[src/rtl/change_dispenser.sv]
// Greedy coin payout stage: pays change_back as quarters/dimes/nickels, tracks tube inventory.
// Optional cents-ejected audit accumulator is enabled with `define COIN_AUDIT_EN.
module change_dispenser #(
    parameter int unsigned QUARTER_INIT = 20,
    parameter int unsigned DIME_INIT    = 20,
    parameter int unsigned NICKEL_INIT  = 20,
    parameter int unsigned PULSE_CYCLES = 4,
    parameter int unsigned GAP_CYCLES   = 2,
    parameter int unsigned LOW_THRESH   = 2
) (
    input  logic        clock,
    input  logic        reset_n,
    input  logic        done,
    input  logic [7:0]  change_back,
    input  logic        refill,
    output logic        eject_quarter,
    output logic        eject_dime,
    output logic        eject_nickel,
    output logic        busy,
    output logic        change_done,
    output logic [7:0]  shortfall,
    output logic        have_coins,
    output logic [15:0] total_dispensed
);

    localparam int unsigned TMAX = (PULSE_CYCLES > GAP_CYCLES) ? PULSE_CYCLES : GAP_CYCLES;
    localparam int unsigned TW   = (TMAX > 1) ? $clog2(TMAX) : 1;

    localparam logic [7:0] Q_INIT = 8'(QUARTER_INIT);
    localparam logic [7:0] D_INIT = 8'(DIME_INIT);
    localparam logic [7:0] N_INIT = 8'(NICKEL_INIT);
    localparam logic [7:0] LOW    = 8'(LOW_THRESH);
    localparam logic [7:0] Q_VAL  = 8'd25;
    localparam logic [7:0] D_VAL  = 8'd10;
    localparam logic [7:0] N_VAL  = 8'd5;
    localparam logic       HAVE_INIT = (D_INIT >= LOW) && (N_INIT >= LOW);

    typedef enum logic [2:0] {IDLE, SELECT, EJECT, GAP, FINISH} state_t;
    typedef enum logic [1:0] {COIN_NONE, COIN_Q, COIN_D, COIN_N} coin_t;

    state_t        state, state_n;
    coin_t         coin, coin_pick, eject_coin;
    logic [TW-1:0] timer, timer_n;
    logic [7:0]    rem, coin_val;
    logic [7:0]    q_cnt, d_cnt, n_cnt;
    logic          done_q, req;

    assign req = (state == IDLE) && done && !done_q;

    // Greedy pick; the nonzero-count guards are what keep the tubes from wrapping.
    always_comb begin
        coin_pick = COIN_NONE;
        coin_val  = 8'd0;
        if (rem >= Q_VAL && q_cnt != 8'd0) begin
            coin_pick = COIN_Q;
            coin_val  = Q_VAL;
        end else if (rem >= D_VAL && d_cnt != 8'd0) begin
            coin_pick = COIN_D;
            coin_val  = D_VAL;
        end else if (rem >= N_VAL && n_cnt != 8'd0) begin
            coin_pick = COIN_N;
            coin_val  = N_VAL;
        end
    end

    always_comb begin
        state_n = state;
        timer_n = timer;
        case (state)
            IDLE:   if (req) state_n = SELECT;
            SELECT: begin
                if (coin_pick == COIN_NONE) begin
                    state_n = FINISH;
                end else begin
                    state_n = EJECT;
                    timer_n = TW'(PULSE_CYCLES - 1);
                end
            end
            EJECT: begin
                if (timer == '0) begin
                    state_n = GAP;
                    timer_n = TW'(GAP_CYCLES - 1);
                end else begin
                    timer_n = timer - TW'(1);
                end
            end
            GAP: begin
                if (timer == '0) state_n = SELECT;
                else             timer_n = timer - TW'(1);
            end
            FINISH:  state_n = IDLE;
            default: state_n = IDLE;
        endcase
    end

    always_ff @(posedge clock or negedge reset_n) begin
        if (!reset_n) begin
            state <= IDLE;
            timer <= '0;
        end else begin
            state <= state_n;
            timer <= timer_n;
        end
    end

    assign eject_coin = (state == SELECT) ? coin_pick : coin;

    always_ff @(posedge clock or negedge reset_n) begin
        if (!reset_n) begin
            done_q        <= 1'b0;
            rem           <= 8'd0;
            coin          <= COIN_NONE;
            q_cnt         <= Q_INIT;
            d_cnt         <= D_INIT;
            n_cnt         <= N_INIT;
            busy          <= 1'b0;
            change_done   <= 1'b0;
            shortfall     <= 8'd0;
            have_coins    <= HAVE_INIT;
            eject_quarter <= 1'b0;
            eject_dime    <= 1'b0;
            eject_nickel  <= 1'b0;
        end else begin
            done_q      <= done;
            have_coins  <= (d_cnt >= LOW) && (n_cnt >= LOW);
            change_done <= (state == FINISH);

            // Refill before latching so a simultaneous request pays from full tubes.
            if (state == IDLE) begin
                if (refill) begin
                    q_cnt <= Q_INIT;
                    d_cnt <= D_INIT;
                    n_cnt <= N_INIT;
                end
                if (req) begin
                    rem       <= change_back;
                    busy      <= 1'b1;
                    shortfall <= 8'd0;
                end
            end

            if (state == SELECT && coin_pick != COIN_NONE) begin
                rem  <= rem - coin_val;
                coin <= coin_pick;
                case (coin_pick)
                    COIN_Q:  q_cnt <= q_cnt - 8'd1;
                    COIN_D:  d_cnt <= d_cnt - 8'd1;
                    COIN_N:  n_cnt <= n_cnt - 8'd1;
                    default: ;
                endcase
            end

            if (state == FINISH) begin
                shortfall <= rem;
                busy      <= 1'b0;
            end

            eject_quarter <= (state_n == EJECT) && (eject_coin == COIN_Q);
            eject_dime    <= (state_n == EJECT) && (eject_coin == COIN_D);
            eject_nickel  <= (state_n == EJECT) && (eject_coin == COIN_N);
        end
    end

`ifdef COIN_AUDIT_EN
    logic [15:0] total_q;
    logic [16:0] total_sum;

    assign total_sum = {1'b0, total_q} + {9'd0, coin_val};

    always_ff @(posedge clock or negedge reset_n) begin
        if (!reset_n) begin
            total_q <= 16'd0;
        end else if (state == SELECT && coin_pick != COIN_NONE) begin
            total_q <= total_sum[16] ? 16'hFFFF : total_sum[15:0];
        end
    end

    assign total_dispensed = total_q;
`else
    assign total_dispensed = 16'd0;
`endif

endmodule
[config.mk]
export PLATFORM = sky130hd
export DESIGN_NAME = change_dispenser
export DESIGN_NICKNAME = d
export VERILOG_FILES = /design/src/rtl/change_dispenser.sv
export SDC_FILE = /design/constraint.sdc
export NUM_CORES = 1
export LEC_CHECK = 0
export BUFFER_PORTS_ARGS = -buffer_cell sky130_fd_sc_hd__buf_2
export CAP_MARGIN = 10
export CORE_MARGIN = 4
export CORE_UTILIZATION = 30
export DETAILED_ROUTE_END_ITERATION = 12
export PLACE_DENSITY = 0.47
export SETUP_SLACK_MARGIN = 0.2
export SLEW_MARGIN = 20
export SYNTH_ARGS = -nofsm -noshare
export SYNTH_HDL_FRONTEND = slang
export SYNTH_SLANG_ARGS = --single-unit
export TNS_END_PERCENT = 30
[constraint.sdc]
create_clock -name clock -period 5.9 [get_ports clock]
set_input_delay 0.59 -clock clock [delete_from_list [all_inputs] [get_ports clock]]
set_output_delay 0.59 -clock clock [all_outputs]
set_load 0.03 [all_outputs]
Word-level counts from Yosys, hierarchy flattened
Index checks and enable logic that the tools add are counted.
- eq/ne operators: 13
- reduce and logical (&&, ||, !) cells: 26
- mux-type cells: 37
- order comparisons: 5
- $add $sub $neg: 5
- operators with widths (kind ; count):
    $mux W8 ; 19
    $reduce_bool A8 Y1 ; 3
    $sub A8 B1 Y8 const B ; 3
    $ge A8 B2 Y1 const B ; 2
    $mux W3 ; 5
    $mux W2 ; 7
    $pmux W3 S4 ; 1
    $logic_and A1 B1 Y1 ; 10
    $reduce_bool A2 Y1 ; 5
    $eq A3 B2 Y1 const B ; 3
    $eq A2 B2 Y1 const B ; 4
    $ge A8 B3 Y1 const B ; 1
    $ge A8 B4 Y1 const B ; 1
    $ge A8 B5 Y1 const B ; 1
    $sub A8 B8 Y8 ; 1
    $pmux W2 S3 ; 1
    $eq A2 B1 Y1 const B ; 2
    $logic_not A2 Y1 ; 2
    $mux W4 ; 1
    $ne A2 B2 Y1 const B ; 2
    $reduce_and A2 Y1 ; 2
    $eq A3 B1 Y1 const B ; 1
    $eq A3 B3 Y1 const B ; 1
    $logic_not A3 Y1 ; 1
    other kinds (5) ; 7
- output and inout port bits: 30
- bits of input ports: 12
- word-level logic and storage cells: 101
- register bits after elaboration: 54

Logic depth before layout (Yosys ltp)
- depth in word-level cells: 10
- mapped depth: 15
- depth with buffers taken out: 14

Worst setup path before layout
OpenSTA, ideal clock, no wires.
- kind: register to register
- from: reg d_cnt[0]
- to: reg rem[6]
- clock period less this slack: 3.100 ns
- slack: 2.800 ns
- setup time: 0.069 ns
- stages on the path, launching flop included: 16
- path buffers: 1
- data required time: 5.831 ns
- arrival: 3.031 ns
- cells stage by stage: dfrtp_1 > inv_1 > ha_1 > nor4b_4 > a22oi_2 > a211o_1 > buf_6 > nand2_1 > ha_1 > inv_1 > fa_1 > a21o_1 > a21oi_1 > o21ai_0 > or4_1 > nand3_1
- cells in the longest elaborated chain, start to end: 8
- elaborated cells between the ends (all ways): 13
- those cells by class: 1 x add/sub; 5 x mux; 7 x reduce/logical
- RTL lines (what ; line ; RTL):
    start: declaration ; 45 ; logic [7:0] q_cnt, d_cnt, n_cnt;
    start signal: assignment ; 147 ; COIN_D: d_cnt <= d_cnt - 8'd1;
    $reduce_bool A8 Y1 * ; 57 ; end else if (rem >= D_VAL && d_cnt != 8'd0) begin
    $logic_and A1 B1 Y1 * ; 57 ;
    $mux W2 * ; 57 ;
    $mux W2 * ; 54 ; if (rem >= Q_VAL && q_cnt != 8'd0) begin
    via coin_pick[0] ; 42 ; coin_t coin, coin_pick, eject_coin;
    $reduce_bool A2 Y1 * ; 142 ; if (state == SELECT && coin_pick != COIN_NONE) begin
    $logic_and A1 B1 Y1 * ; 142 ;
    $reduce_bool A2 Y1 (no line) ; - ;
    $reduce_and A2 Y1 (no line) ; - ;
    end signal: assignment ; 136 ; rem <= change_back;
    end signal: assignment ; 143 ; rem <= rem - coin_val;
    end: declaration ; 44 ; logic [7:0] rem, coin_val;
The timed path passes the listed nets; every way through them passes the cells marked *.
A chain may end at the register's enable or synchronous reset.

Worst setup path after layout
- from: reg d_cnt[1]
- to: reg rem[6]
The elaborated chain is that of the path after synthesis.

==> results.md <==
- Status: complete, no violations
- Worst hold slack: 400.5 ps
- VDD IR max: 0.07622 mV
- Iter 0 DRT Violations: 120
- Clock slew at reported path FFs: 100 ps
- NetSw: 0.1473 mW
- Via density: 5.122
- Final hold vios: 0
- Cts repair resizes: 0
- Number of flops mapped to enable cells by yosys: 0
- Netlist cell types: 69
- Post-synthesis register bit count: 54
- Initial antenna violation count: 0
- Critical Path Source Type: flop
- Global-route usage over all layers: 12.33%
- Comb power frac: 3.8%
- Area delta synth->final: 9.489%
- Setup Buffers After CTS: 0
- Most used DFF post-synth: dfrtp_1
- Vias: 2551
- Clk pwr share: 40.0%
- Critical path data required time: 6140 ps
- Max Slew Vio Count: 0
- Final setup violation count: 0
- Initial Util: 31.02%
- Final min period: 3467 ps
- Top cells by area, synth: dfrtp_1 36%, dfstp_2 5.7%, nand2_1 5.0%
- Max-cap violations: 0
- Max_slew headroom: 43.63%
- Largest net degree at the start of global routing: 55
- H-tree depth: 2
- Share of cells above drive strength 1: 15.75%
- Mapped Area: 0.003231 mm²
- Die H: 111.8 µm
- CORE AREA: 0.01042 mm²
- Detailed Route WL: 7428 µm
- Warnings, synthesis: 0
- # nets final: 386
- 1st-pass router iterations: 5
- Avg Inst Size Synth: 9.530 µm²
- RSZ-0062 raised after global routing: no
- Synth top area share: 36.41%
- Dpl hpwl: 5388 µm
- Clk_lat worst skew: 310 ps
- # diodes: 0
- Synth area leader: dfrtp_1
- Switching fraction of total power: 22.34%
- IO Port Bufs: 25
- P per Cell Area: 186.5 mW/mm²
- Sequential area share after synthesis: 42.10%
- Pint: 0.5123 mW
- # hold bufs at CTS: 0
- Worst setup EP type: flop
- Routability cong.: 0.7727
- CTS tree: done
- Data arrival, critical path: 3710 ps
- Row count: 37
- Most common cell after layout, fill and taps aside: dfrtp_1
- Fin Setup TNS: 0 ps
- Worst Max-Slew Pin Slew: 837.9 ps
- DR WL/cell: 14.92 µm
- Sequential power share: 56.2%
- Root buffer cell: clkbuf_8
- Die X: 111.8 µm
- Num Clock Sinks: 54
- Leakage: 1.497 nW
- Type of the worst setup path: flop to flop
- Vias in the first global route: 2573
- First-pass GRT wire length: 12950 µm
- Drc violations: 0
- DRT antenna net count: 0
- CTS buffer count: 5
- Commonest non-fill, non-tap cells in the layout: 47 x dfrtp_1, 43 x nand2_1, 25 x buf_2, 24 x o21ai_0
- Clk buf depth: 2
- Finished Core Util: 33.96%
- Worst min path class: primary input to flop
- Worst-path fanout max: 12
- Post-Synthesis Cells: 339
- F_max: 288.4 MHz
- Final worst-path cycle share: 58.77%
- Top Ports: 42
- Final Skew: 6.838 ps
- Fraction of registers with async set/reset: 100.0%
- Global route overflow: 0
- Die footprint: 0.01249 mm²
-- critical path: stages, from the launching register on --
cell     delay, ps
dfrtp_1        440
inv_1          100
ha_1           210
nor4b_4        290
a22oi_2        210
a211o_1        410
nand2_1        120
ha_1           160
inv_1           50
fa_1           400
a21o_1         180
a21oi_1        210
o21ai_0        130
or4_1          410
nand3_1         80
-- state kept, by name (all words and copies together) (netlist names) --
signal	cells
n_cnt	8
q_cnt	8
state	3
done_q	1
timer	2
eject_quarter	1
eject_dime	1
eject_nickel	1
rem	8
change_done	1
have_coins	1
busy	1
d_cnt	8
coin	2
shortfall	8
-- synthesized netlist by cell type (all sizes together) (2+ instances only) --
cell type  instances
a211oi             4
a21boi             3
a21o               4
a21oi             16
a221o              4
a31o               6
and2               4
and3b              2
buf               20
clkbuf             6
dfrtp             47
dfstp              7
ha                12
inv               13
mux2i              8
nand2             43
nand2b             3
nand3             11
nand3b             3
nor2              16
nor2b              2
nor3              13
nor3b              4
nor4               3
nor4b              3
o211ai             6
o21a               4
o21ai             27
o21bai             2
o311ai             2
o31ai              4
o32a               2
or2                3
or3                6
or3b               2
or4                4
xor2               3
-- cells by family (layout without fill, tap and decap cells) --
group	count (synthesis)	after routing	share of synthesized area (%)
AOI/OAI and AO/OA	97	97	21.38
xor gates and xnor gates	4	4	1.085
adders and majority gates	13	13	5.267
buffers and inverters	40	48	6.855
DFF	54	54	42.10
muxes	8	8	2.479
other	1	16	0.1161
and+or+nand+nor	122	122	20.72
-- power groups by stage --
stage / registers, mW / clock network [mW] / logic, mW
floorplan: 0.378 / 0 / 0.0216
global placement: 0.378 / 0 / 0.0260
detailed placement: 0.378 / 0 / 0.0259
CTS: 0.371 / 0.274 / 0.0259
global route: 0.371 / 0.288 / 0.0283
finish: 0.370 / 0.264 / 0.0253
-- per-layer routing --
layer | GRT usage (%) | wire length, µm | vias to the layer above
met5 | 0 | 0 | -
met4 | 2.758 | 48 | 0
met3 | 2.065 | 275 | 4
met2 | 20.02 | 3468 | 49
met1 | 17.24 | 3635 | 1250
li1 | - | - | 1248
-- final timing paths --
kind	start	end	slack [ps]	cells after the start
min	done	done_q	400	1
max in group asynchronous	reset_n	coin[0]	4980	2
min in group asynchronous	reset_n	d_cnt[0]	410	2
max reg2reg	d_cnt[1]	rem[6]	2430	14
max	d_cnt[1]	rem[6]	2430	14
min reg2reg	q_cnt[7]	q_cnt[7]	490	1
-- stage by stage --
step | cell area, µm² | setup slack [ps] | cells | power [mW]
floorplan | 3287 | 2800 | 354 | 0.3992
finish | 3537 | 2433 | 498 | 0.6596
global route | 3537 | 2139 | 498 | 0.6869
global placement | 3421 | 2574 | 490 | 0.4035
detailed placement | 3421 | 2445 | 490 | 0.4035
CTS | 3537 | 2430 | 498 | 0.6702
-- final cells by class --
class	instances	area, µm²
clock buffers	7	86.33
clock inverters	1	30.03
fillers	1083	6879
inverters	14	52.55
multi-input cells	260	1705
flip-flops and latches	54	1360
well taps	136	170.2
repair buffers	26	132.6
Note: power is estimated with default switching activity, not from simulation.
